## config.mk

```make
export PLATFORM = sky130hd
export DESIGN_NAME = div_cnt_mon
export DESIGN_NICKNAME = d
export VERILOG_FILES = /design/src/rtl/div_pkg.sv /design/src/rtl/div_wrap_ctr.sv /design/src/rtl/div_cnt_mon.sv
export SDC_FILE = /design/constraint.sdc
export NUM_CORES = 1
export LEC_CHECK = 0
export CORE_MARGIN = 4
export CORE_UTILIZATION = 48
export CTS_CLUSTER_DIAMETER = 200
export DETAILED_ROUTE_END_ITERATION = 12
export PLACE_DENSITY = 0.83
export SLEW_MARGIN = 20
export SYNTH_ARGS = -nofsm -noshare
export SYNTH_HDL_FRONTEND = slang
export SYNTH_SLANG_ARGS = --single-unit
```

## constraint.sdc

```tcl
create_clock -name clk -period 2.6 [get_ports clk]
set_clock_uncertainty 0.1 [all_clocks]
set_input_delay 0.52 -clock clk [delete_from_list [all_inputs] [get_ports clk]]
set_output_delay 0.52 -clock clk [all_outputs]
set_load 0.005 [all_outputs]
```

## src/rtl/div_pkg.sv

```systemverilog
// Shared definitions for the phase-divider monitor family: FSM state type,
// default phase width and the modular phase-advance helper.
package div_pkg;

    localparam int unsigned CNT_W_DEF = 2;

    typedef enum logic [1:0] {
        IDLE = 2'd0,
        ACQ  = 2'd1,
        LOCK = 2'd2,
        ERR  = 2'd3
    } div_state_t;

    // Expected successor of a phase value of width w (wraps modulo 2**w).
    function automatic int unsigned next_phase(input int unsigned cnt, input int unsigned w);
        return (cnt + 32'd1) & ((32'd1 << w) - 32'd1);
    endfunction

endpackage

```

## src/rtl/div_wrap_ctr.sv

```systemverilog
// Free-running modulo-2**WRAP_W event counter; clear dominates increment.
module div_wrap_ctr #(
    parameter int unsigned WRAP_W = 16
) (
    input  logic              clk,
    input  logic              rst,
    input  logic              clr,
    input  logic              inc,
    output logic [WRAP_W-1:0] cnt
);

    always_ff @(posedge clk) begin
        if (rst || clr) begin
            cnt <= '0;
        end else if (inc) begin
            cnt <= cnt + 1'b1;
        end
    end

endmodule

```

## src/rtl/div_cnt_mon.sv

```systemverilog
// Monitor for the divide-by-4 phase counter: checks +1 stepping, tracks lock,
// and derives the wrap tick, divided clock and locked-wrap count.
module div_cnt_mon
    import div_pkg::*;
#(
    parameter int unsigned CNT_W      = CNT_W_DEF,
    parameter int unsigned LOCK_N     = 4,
    parameter int unsigned WRAP_W     = 16,
    parameter int unsigned ERR_STICKY = 1
) (
    input  logic              clk,
    input  logic              rst,
    input  logic [CNT_W-1:0]  pi_cnt,
    input  logic              pi_clr,
    output logic              po_tick,
    output logic              po_div,
    output logic              po_lock,
    output logic              po_err,
    output logic [WRAP_W-1:0] po_wrap_cnt
);

    localparam logic [CNT_W-1:0] CNT_MAX   = '1;
    localparam logic [3:0]       GOOD_LAST = 4'(LOCK_N - 1);

    logic [CNT_W-1:0] cnt_q;
    logic [CNT_W-1:0] cnt_nxt;
    logic [3:0]       good;
    div_state_t       state;
    logic             step_ok;
    logic             wrap_det;
    logic             wrap_inc;

    assign cnt_nxt  = CNT_W'(next_phase(32'(cnt_q), CNT_W));
    assign step_ok  = (pi_cnt == cnt_nxt);
    assign wrap_det = (cnt_q == CNT_MAX) && (pi_cnt == '0);
    // Only wraps judged while already locked are counted.
    assign wrap_inc = wrap_det && (state == LOCK);

    always_ff @(posedge clk) begin
        if (rst) begin
            cnt_q   <= '0;
            po_tick <= 1'b0;
            po_div  <= 1'b0;
            good    <= '0;
            state   <= IDLE;
        end else begin
            cnt_q   <= pi_cnt;
            po_tick <= wrap_det;
            po_div  <= pi_cnt[CNT_W-1];
            unique case (state)
                IDLE: begin
                    state <= ACQ;
                    good  <= '0;
                end
                ACQ: begin
                    if (!step_ok) begin
                        good <= '0;
                    end else if (good == GOOD_LAST) begin
                        state <= LOCK;
                        good  <= '0;
                    end else begin
                        good <= good + 1'b1;
                    end
                end
                LOCK: begin
                    if (!step_ok) state <= ERR;
                end
                ERR: begin
                    if ((ERR_STICKY == 0) || pi_clr) begin
                        state <= ACQ;
                        good  <= '0;
                    end
                end
                default: state <= IDLE;
            endcase
        end
    end

    assign po_lock = (state == LOCK);
    assign po_err  = (state == ERR);

    div_wrap_ctr #(
        .WRAP_W (WRAP_W)
    ) u_wrap_ctr (
        .clk (clk),
        .rst (rst),
        .clr (pi_clr),
        .inc (wrap_inc),
        .cnt (po_wrap_cnt)
    );

endmodule

```

# --- After elaboration in Yosys (flattened, before gate mapping) ---
# Index checks and enable logic that the tools add are counted.
word_totals:
  regBits: 26
  in_bits: 5
  out_inout_bits: 20
  wordCells: 36
classes:
  add_sub_neg: 3
  n_eq_ne: 10
  muxes: 9
  n_reduce_logical: 8
op_table:
  columns: ["op", "count"]
  rows:
  - ["adder 16 x 1 -> 16 bit, second input constant", 1]
  - ["two-way mux 4 bit", 3]
  - ["one-hot mux 4 bit (3 select lines)", 1]
  - ["two-way mux 2 bit", 4]
  - ["!= test 2 bit, second input constant", 4]
  - ["one-hot mux 2 bit (4 select lines)", 1]
  - ["equality test 2 bit, second input constant", 3]
  - ["adder 4 x 1 -> 4 bit, second input constant", 1]
  - ["equality test 4 x 2 -> 1 bit, second input constant", 1]
  - ["zero test 2 bit", 2]
  - ["AND reduction 4 bit", 1]
  - ["nonzero test 3 bit", 1]
  - ["adder 2 x 1 -> 2 bit, second input constant", 1]
  - ["equality test 2 x 1 -> 1 bit, second input constant", 1]
  - ["equality test 2 bit", 1]
  - ["logical AND 1 bit", 2]
  - ["AND reduction 2 bit", 1]
  - ["logical OR 1 bit", 1]

# --- Logic depth before layout (Yosys ltp) ---
# Gate-level depths: netlist of the first run.
depth:
  word_depth: 4
  depth_mapped: 7

# --- Hierarchy ---
# Synthesis of the first run repeated with hierarchy kept, for this count alone.
hier_totals:
  hier_cells: 136
  hier_area_um2: 1258.7
modules_own_cells:
  columns: ["mod", "instances", "cells_each", "area_each_um2", "seq_area_each_um2"]
  rows:
  - ["div_wrap_ctr", 1, 81, 716.9, 320.3]
  - ["div_cnt_mon", 1, 55, 541.8, 180.2]

# --- Least setup slack after synthesis of the first run ---
# OpenSTA, ideal clock, no wires.
synth_timing:
  kind: "reg2reg"
  start: "register state[0]"
  end: "register u_wrap_ctr.cnt[13]"
  setup_time_ps: 70
  t_arrival_ps: 1880
  path_slack_ps: 550
  path_stages_with_launch: 8
  path_buffers: 1
  period_less_slack_ps: 2050
  path_cell_list: "dfxtp_1 inv_1 ha_1 nand4bb_1 buf_2 or4_4 or3_1 a21oi_1"
synth_via:
  elab_chain_cells: 2
synth_lines:
  columns: ["item", "line", "text"]
  rows:
  - ["start, declared", "div_cnt_mon.sv:28", "div_state_t state;"]
  - ["start signal, assigned", "div_cnt_mon.sv:45", "state <= IDLE;"]
  - ["start signal, assigned", "div_cnt_mon.sv:52", "state <= ACQ;"]
  - ["start signal, assigned", "div_cnt_mon.sv:59", "state <= LOCK;"]
  - ["equality test 2 bit", null, null]
  - ["net po_lock", "div_cnt_mon.sv:17", "output logic po_lock,"]
  - ["logical AND 1 bit", "div_cnt_mon.sv:37", "assign wrap_inc = wrap_det && (state == LOCK);"]
  - ["end signal, assigned", "div_wrap_ctr.sv:16", "cnt <= cnt + 1'b1;"]
  - ["end, declared", "div_wrap_ctr.sv:9", "output logic [WRAP_W-1:0] cnt"]
# The timed path passes the listed nets, and every way through them passes these cells.
# A chain may end at the register's enable or synchronous reset.

# --- Final worst setup path of the first run ---
layout_timing:
  start: "register state[0]"
  end: "output port po_lock"
layout_via:
  elab_chain_cells: 1
layout_lines:
  columns: ["item", "line", "text"]
  rows:
  - ["equality test 2 bit", "div_cnt_mon.sv:79", "assign po_lock = (state == LOCK);"]
  - ["end, declared", "div_cnt_mon.sv:17", null]
# No other way between the ends.

==> impl_metrics.sql, run 1 <==
INSERT INTO impl_metrics (metric_group, metric, value, unit) VALUES
('floorplan', 'die_y', '58.6', 'µm'),
('final_layout', 'register_area', '500', 'µm²'),
('final_layout', 'multi_input_comb_area', '701', 'µm²'),
('logic_synthesis', 'mappedNetlistArea', '1230', 'µm²'),
('logic_synthesis', 'async_flop_share', '0', ''),
('final_layout', 'num-nets-final', '180', ''),
('pwr', 'power.density', '509', 'nW/µm²'),
('worst_setup_path', 'cp-startpoint', 'state[0]', ''),
('final_layout', 'post-route-util', '0.633', ''),
('global_routing', 'grt_first_pass_wirelength', '4.32', 'mm'),
('worst_setup_path', 'regToRegEndpoint', 'u_wrap_ctr.cnt[13]', ''),
('timing', 'final-setup-viol-count', '0', ''),
('placed_design', 'dpl.hpwl', '1.92', 'mm'),
('clocking', 'cts_buffers', '3', ''),
('clocking', 'clockRootBuffer', 'clkbuf_4', ''),
('timing', 'rsz_0062_raised_after_global_routing', 'false', ''),
('routing', 'antenna_violating_nets_post_route', '0', ''),
('logic_synthesis', 'ys_ff_latch', '25', ''),
('timing', 'tightestPinTransition', '0.414', 'ns'),
('worst_setup_path', 'kind_of_end_point_of_the_critical_path', 'primary output', ''),
('worst_setup_path', 'arrival_time_at_the_worst_endpoint', '1.54', 'ns'),
('global_routing', 'grt.overflow.total', '0', ''),
('final_layout', 'most-common-layout-cells', 'dfxtp_1 (25), clkdlybuf4s50_1 (24), nor2_1 (16)', ''),
('logic_synthesis', 'yosys-mux-area-fraction', '0', ''),
('floorplan', 'initial_util', '0.501', ''),
('worst_setup_path', 'r2r_start', 'state[0]', ''),
('logic_synthesis', 'syn_avg_cell_area', '8.97', 'µm²'),
('logic_synthesis', 'netlist_instances', '137', ''),
('placed_design', 'dpl_worst_slack', '0.181', 'ns'),
('clocking', 'worst_setup_hold_path_clk_slew', '0.13', 'ns'),
('routing', 'route.detailed.vias_per_inst', '5.66', ''),
('clocking', 'cts.htree.levels', '1', ''),
('routing', 'drc', '0', ''),
('flow_run', 'max_cap_violations', '0', ''),
('pwr', 'p_leak', '0.532', 'nW'),
('logic_synthesis', 'synth_edf_count', '0', ''),
('global_routing', 'grt_antenna_before_repair', '0', ''),
('final_layout', 'share_of_final_layout_standard_cells_stronger_than_drive_strength_1', '0.0663', ''),
('global_routing', 'largest_net_degree_at_the_start_of_global_routing', '18', ''),
('routing', 'dr_total_vias', '1110', ''),
('routing', 'drt_first_iter_violations', '38', ''),
('routing', 'drt-total-wl', '2.53', 'mm'),
('logic_synthesis', 'share_of_the_synthesized_area_in_compound_gates_ao_oa_aoi_oai', '0.0988', ''),
('final_layout', 'final_common_cell', 'dfxtp_1', ''),
('floorplan', 'design.portCount', '25', ''),
('routing', 'drt_first_pass_iters', '4', ''),
('clocking', 'clock_latency', '0.32', 'ns'),
('placed_design', 'port_buffers', '24', ''),
('timing', 'timing.final.max_slew_violations', '0', ''),
('timing', 'final_critical_path_time_including_i_o_delays_and_setup', '2.16', 'ns'),
('global_routing', 'grtUsageTotal', '0.159', ''),
('outcome', 'run_status', 'finished, final reports clean', ''),
('clocking', 'clk_path_buf_depth', '2', ''),
('clocking', 'post_cts.repair.setup_buffers', '0', ''),
('final_layout', 'n_fill_cell', '200', ''),
('logic_synthesis', 'postSynthNetCount', '150', ''),
('worst_setup_path', 'worst-r2r-cell-count', '6', ''),
('clocking', 'tritoncts_clock_tree', 'built', ''),
('floorplan', 'die-width', '58.6', 'µm'),
('pwr', 'ir_drop', '0.447', 'mV'),
('timing', 'finalWorstSetupSlack', '0.439', 'ns'),
('logic_synthesis', 'synth_sequential_area_ratio', '0.407', ''),
('logic_synthesis', 'synth_ff_type', 'dfxtp_1', ''),
('timing', 'fraction_of_the_cycle_the_final_worst_path_needs', '0.831', ''),
('floorplan', 'core_area', '2450', 'µm²'),
('clocking', 'cts_repair_resize_count', '0', ''),
('logic_synthesis', 'synth_fa_ha_area_frac', '0.0815', ''),
('worst_setup_path', 'critical_path.endpoint', 'po_lock', ''),
('timing', 'hold_viol_final', '0', ''),
('logic_synthesis', 'synth_simple_gate_area_frac', '0.269', ''),
('timing', 'finalSetupTns', '0', 'ns');
-- report_power, final --
group          internal [mW]  total, mW  leakage, nW  switching (mW)
clock                 0.0588      0.178       0.0139           0.119
sequential             0.404      0.425        0.203          0.0210
combinational         0.0879      0.189        0.316           0.101
-- per-stage QoR --
step	total power [mW]	cells	area [µm²]	hold slack, ns
global route	0.841	196	1550	0.425
detailed placement	0.621	192	1520	0.377
global placement	0.613	192	1520	0.379
floorplan	0.561	137	1230	0.360
finish	0.792	196	1550	0.398
CTS	0.801	196	1550	0.397
-- cell usage after synthesis (all sizes together) (3+ instances only) --
library cell	number	area, µm²
or3	4	25.0
nor3	4	20.0
ha	8	100
nand2	6	22.5
xnor2	11	96.3
nor2b	3	18.8
a21oi	9	45.0
nand4	6	37.5
nor2	16	60.1
a41o	3	30.0
dfxtp	25	500
xor2	6	52.6
inv	4	15.0
nand3	8	40.0
o21ai	6	30.0
-- final cells by class --
| class | count | area share |
|---|---|---|
| clock buffers | 3 | 0.0145 |
| clock inverters | 1 | 0.00483 |
| repair buffers | 28 | 0.174 |
| flip-flops and latches | 25 | 0.322 |
| inverters | 4 | 0.00966 |
| well taps | 30 | 0.0242 |
| multi-input cells | 105 | 0.451 |
-- registers in the layout, summed over array words and instances, names as in the netlist --
signal          count
cnt_q               1
po_tick             1
state               2
po_div              1
good                4
u_wrap_ctr.cnt     16
-- metal layers --
layer	GRT usage	wire length (µm)
met5	0	0
met4	0.0615	37
met3	0.0219	93
met2	0.273	1210
met1	0.202	1190
-- worst min-delay path by stage --
stage,from,end,slack [ns],cells after the start
finish,u_wrap_ctr.cnt[15],u_wrap_ctr.cnt[15],0.40,2
global route,u_wrap_ctr.cnt[15],u_wrap_ctr.cnt[15],0.43,2
CTS,u_wrap_ctr.cnt[15],u_wrap_ctr.cnt[15],0.40,2
detailed placement,u_wrap_ctr.cnt[15],u_wrap_ctr.cnt[15],0.38,2
global placement,u_wrap_ctr.cnt[15],u_wrap_ctr.cnt[15],0.38,2
floorplan,good[1],good[1],0.36,2
-- critical path, stage by stage (launching register included) --
cell	delay (ns)
dfxtp_1	0.37
inv_1	0.11
ha_1	0.23
clkdlybuf4s50_1	0.53
-- kinds of logic (layout without fill, tap and decap cells) --
logic type | count (synthesis) | after routing
flops | 25 | 25
fa+ha+maj | 8 | 8
compound gates | 20 | 20
xor+xnor | 17 | 17
simple gates | 60 | 60
buf+inv | 7 | 36
Power figures use the tool's default switching activity.
==> run 2, diff against run 1 <==
Settings changed: CORE_UTILIZATION 48 to 45, PLACE_DENSITY 0.83 to 0.82.
Clock period 2.6 ns to 1.8 ns, I/O delays scaled along.
==> run 2 against run 1 <==
  * Flip-flop and latch count stayed put
  * Largest cell class unchanged
  * Critical endpoint is now u_wrap_ctr.cnt[7]
  * Combinational power grew 110%
  * Sequential share of layout area is 4.7 points lower
  * Wire length increased by 40%
  * Utilization is 11 points higher
  * Count of clock-buffer cells in the layout did not move
  * Via count increased by 14%
  * Global-route usage up 3.8 points
==> impl_metrics.sql, run 2 (synthesized netlist as in run 1, its figures left out) <==
INSERT INTO impl_metrics (metric_group, metric, value, unit) VALUES
('outcome', 'run_status', 'finished, final reports clean', ''),
('final_layout', 'areaGrowthSynthToFinish', '53.5', '%'),
('routing', 'wl_per_cell', '15.9', 'µm'),
('final_layout', 'largest-register', 'u_wrap_ctr.cnt', ''),
('placed_design', 'port_buffers', '24', ''),
('worst_setup_path', 'worstPathCellList', 'clkdlybuf4s50_1, nand4bb_4, buf_4, buf_4, buf_4, nor3_1, xnor2_1, nor2_1', ''),
('floorplan', 'rows', '18', ''),
('pwr', 'clkPwrFrac', '0.207', ''),
('pwr', 'comb_power_share', '0.315', ''),
('routing', 'drt-total-wl', '3.54', 'mm'),
('pwr', 'ir_drop', '0.791', 'mV'),
('timing', 'hold_viol_final', '0', ''),
('worst_setup_path', 'crit_type', 'input pin to flop', ''),
('clocking', 'cts_buffers', '3', ''),
('timing', 'timing.final.max_slew_violations', '0', ''),
('worst_setup_path', 'crit_path_slowest_cell', 'clkdlybuf4s50_1', ''),
('global_routing', 'groute.layer.met3.usage', '0.0346', ''),
('floorplan', 'core_area', '2540', 'µm²'),
('global_routing', 'grt_first_pass_wirelength', '5.26', 'mm'),
('pwr', 'power.density', '683', 'nW/µm²'),
('floorplan', 'design.portCount', '25', ''),
('floorplan', 'die-width', '60.3', 'µm'),
('final_layout', 'final_common_cell', 'buf_4', ''),
('clocking', 'clock-sinks', '25', ''),
('placed_design', 'dpl_worst_slack', '-0.410', 'ns'),
('timing', 'finalWorstSetupSlack', '0.00753', 'ns'),
('final_layout', 'num-nets-final', '207', ''),
('floorplan', 'initial_util', '0.483', ''),
('worst_setup_path', 'critical_path_s_largest_stage_delay', '0.44', 'ns'),
('timing', 'tightestPinTransition', '0.390', 'ns'),
('global_routing', 'grt_pass1_vias', '1159', ''),
('worst_setup_path', 'worst_path_dominant_cell_family', 'buffers and inverters', ''),
('worst_setup_path', 'cp.buffers_inverters', '4', ''),
('timing', 'fmax', '558', 'MHz'),
('floorplan', 'die_y', '60.3', 'µm'),
('final_layout', 'share_of_final_layout_standard_cells_stronger_than_drive_strength_1', '0.352', ''),
('worst_setup_path', 'required', '1.94', 'ns'),
('clocking', 'worst_setup_hold_path_clk_slew', '0.14', 'ns'),
('floorplan', 'design.die.area', '3630', 'µm²'),
('clocking', 'number_of_buffers_inserted_for_hold_repair_after_clock_tree_synthesis', '0', ''),
('clocking', 'clock_latency', '0.34', 'ns'),
('final_layout', 'register_area', '519', 'µm²'),
('global_routing', 'grtUsageTotal', '0.198', ''),
('final_layout', 'reg.largest.list', 'u_wrap_ctr.cnt x16, good x4, state x2', ''),
('clocking', 'tritoncts_clock_tree', 'built', ''),
('clocking', 'clk_path_buf_depth', '2', ''),
('timing', 'rsz_0062_raised_after_global_routing', 'true', ''),
('routing', 'route.detailed.vias_per_inst', '5.67', ''),
('timing', 'timing.max_slew.rel_slack', '0.737', ''),
('global_routing', 'grtUsageMet2', '0.330', ''),
('worst_hold_path', 'worstHoldPathType', 'flop to flop', ''),
('placed_design', 'place_congestion', '0.882', ''),
('routing', 'drc', '0', ''),
('global_routing', 'grt_antenna_before_repair', '0', ''),
('worst_setup_path', 'worst_setup_path_start_kind', 'input pin', ''),
('routing', 'drt_first_pass_iters', '4', ''),
('worst_setup_path', 'worstPathMaxFanout', '3', ''),
('pwr', 'p_switching', '412', 'µW'),
('final_layout', 'stdcell_area', '1890', 'µm²'),
('clocking', 'clockRootBuffer', 'clkbuf_4', ''),
('final_layout', 'n_fill_cell', '162', ''),
('worst_setup_path', 'worst_path_most_repeated_cell', 'buf_4', ''),
('timing', 'final-setup-viol-count', '0', ''),
('final_layout', 'multi_input_comb_area', '805', 'µm²'),
('pwr', 'swShare', '0.320', ''),
('flow_run', 'max_cap_violations', '0', ''),
('global_routing', 'met1_usage', '0.228', ''),
('timing', 'fraction_of_the_cycle_the_final_worst_path_needs', '0.996', ''),
('timing', 'final_critical_path_time_including_i_o_delays_and_setup', '1.79', 'ns'),
('worst_setup_path', 'kind_of_end_point_of_the_critical_path', 'flop', ''),
('clocking', 'cts.htree.levels', '1', ''),
('final_layout', 'num_antenna_cells', '0', ''),
('global_routing', 'grt.overflow.total', '0', ''),
('routing', 'antenna_violating_nets_post_route', '0', ''),
('final_layout', 'largest_register_ff_count', '16', ''),
('routing', 'dr_total_vias', '1265', ''),
('final_layout', 'most-common-layout-cells', 'buf_4 (32), nor2_1 (16), dfxtp_2 (15)', ''),
('placed_design', 'dpl_cell_area', '1690', 'µm²'),
('pwr', 'p_leak', '0.838', 'nW'),
('global_routing', 'largest_net_degree_at_the_start_of_global_routing', '15', ''),
('placed_design', 'dpl.hpwl', '2.28', 'mm'),
('worst_setup_path', 'arrival_time_at_the_worst_endpoint', '1.93', 'ns'),
('routing', 'drt_first_iter_violations', '56', ''),
('pwr', 'seq_power_share', '0.477', ''),
('timing', 'worst_hold_slack', '0.417', 'ns'),
('pwr', 'p_int', '875', 'µW'),
('global_routing', 'grt_most_used_layer', 'met2', '');
-- run 2: changes by cell type in the layout (fill, tap and decap cells not counted), sizes merged --
cell           previous run  this run
clkdlybuf4s50            24        14
dlymetal6s2s              0         6
buf                       4        32
clkinvlp                  1         0
dlygate4sd2               0         3
clkinv                    0         1
-- run 2: power groups by stage --
stage                     clock [mW]  combinational, mW  sequential (mW)
after detailed placement           0              0.365            0.624
final                          0.267              0.406            0.614
after global placement             0              0.346            0.622
after floorplan                    0              0.201            0.630
after CTS                      0.271              0.371            0.613
after global routing           0.294              0.447            0.620
-- run 2: timing repair --
| action | CTS | global route |
|---|---|---|
| cloned | 0 | 0 |
| pin swaps | 3 | 5 |
| resized for setup | 11 | 27 |
| endpoints found under the setup margin | 8 | 21 |
| buffers inserted | 4 | 3 |
-- run 2: final timing paths --
path,start,endpoint,slack (ns),cells after the start
hold / removal,good[1],good[1],0.42,2
setup reg to reg,state[0],u_wrap_ctr.cnt[7],0.008,9
setup / recovery,pi_cnt[0],u_wrap_ctr.cnt[7],0.008,8
hold reg to reg,good[1],good[1],0.42,2
-- run 2: final cells by class --
class / count / area share
Clock inverter: 1 / 0.00265
Clock buffer: 3 / 0.0119
Timing Repair Buffer: 55 / 0.255
Sequential cell: 25 / 0.275
Multi-Input combinational cell: 105 / 0.427
Tap cell: 30 / 0.0199
Inverter: 4 / 0.00796
-- run 2: tightest hold or removal path, cell delays in order (launching register included) --
cell	delay, ns
dfxtp_1	0.36
o21ai_0	0.08
a21oi_1	0.06
-- run 2: layer usage --
metal,part of all wire,vias up,wire length (µm)
met5,0,-,0
met4,0.036,0,126
met3,0.033,13,118
met2,0.52,36,1850
met1,0.41,613,1440
li1,-,603,-
-- run 2: stage by stage --
| stage | cells | setup TNS [ns] | util | power [mW] |
|---|---|---|---|---|
| global route | 223 | -0.333 | 0.741 | 1.36 |
| finish | 223 | 0 | 0.741 | 1.29 |
| detailed placement | 212 | -3.22 | 0.664 | 0.989 |
| floorplan | 137 | -0.0120 | - | 0.831 |
| CTS | 220 | -0.112 | 0.697 | 1.26 |
| global placement | 212 | -2.47 | 0.664 | 0.969 |
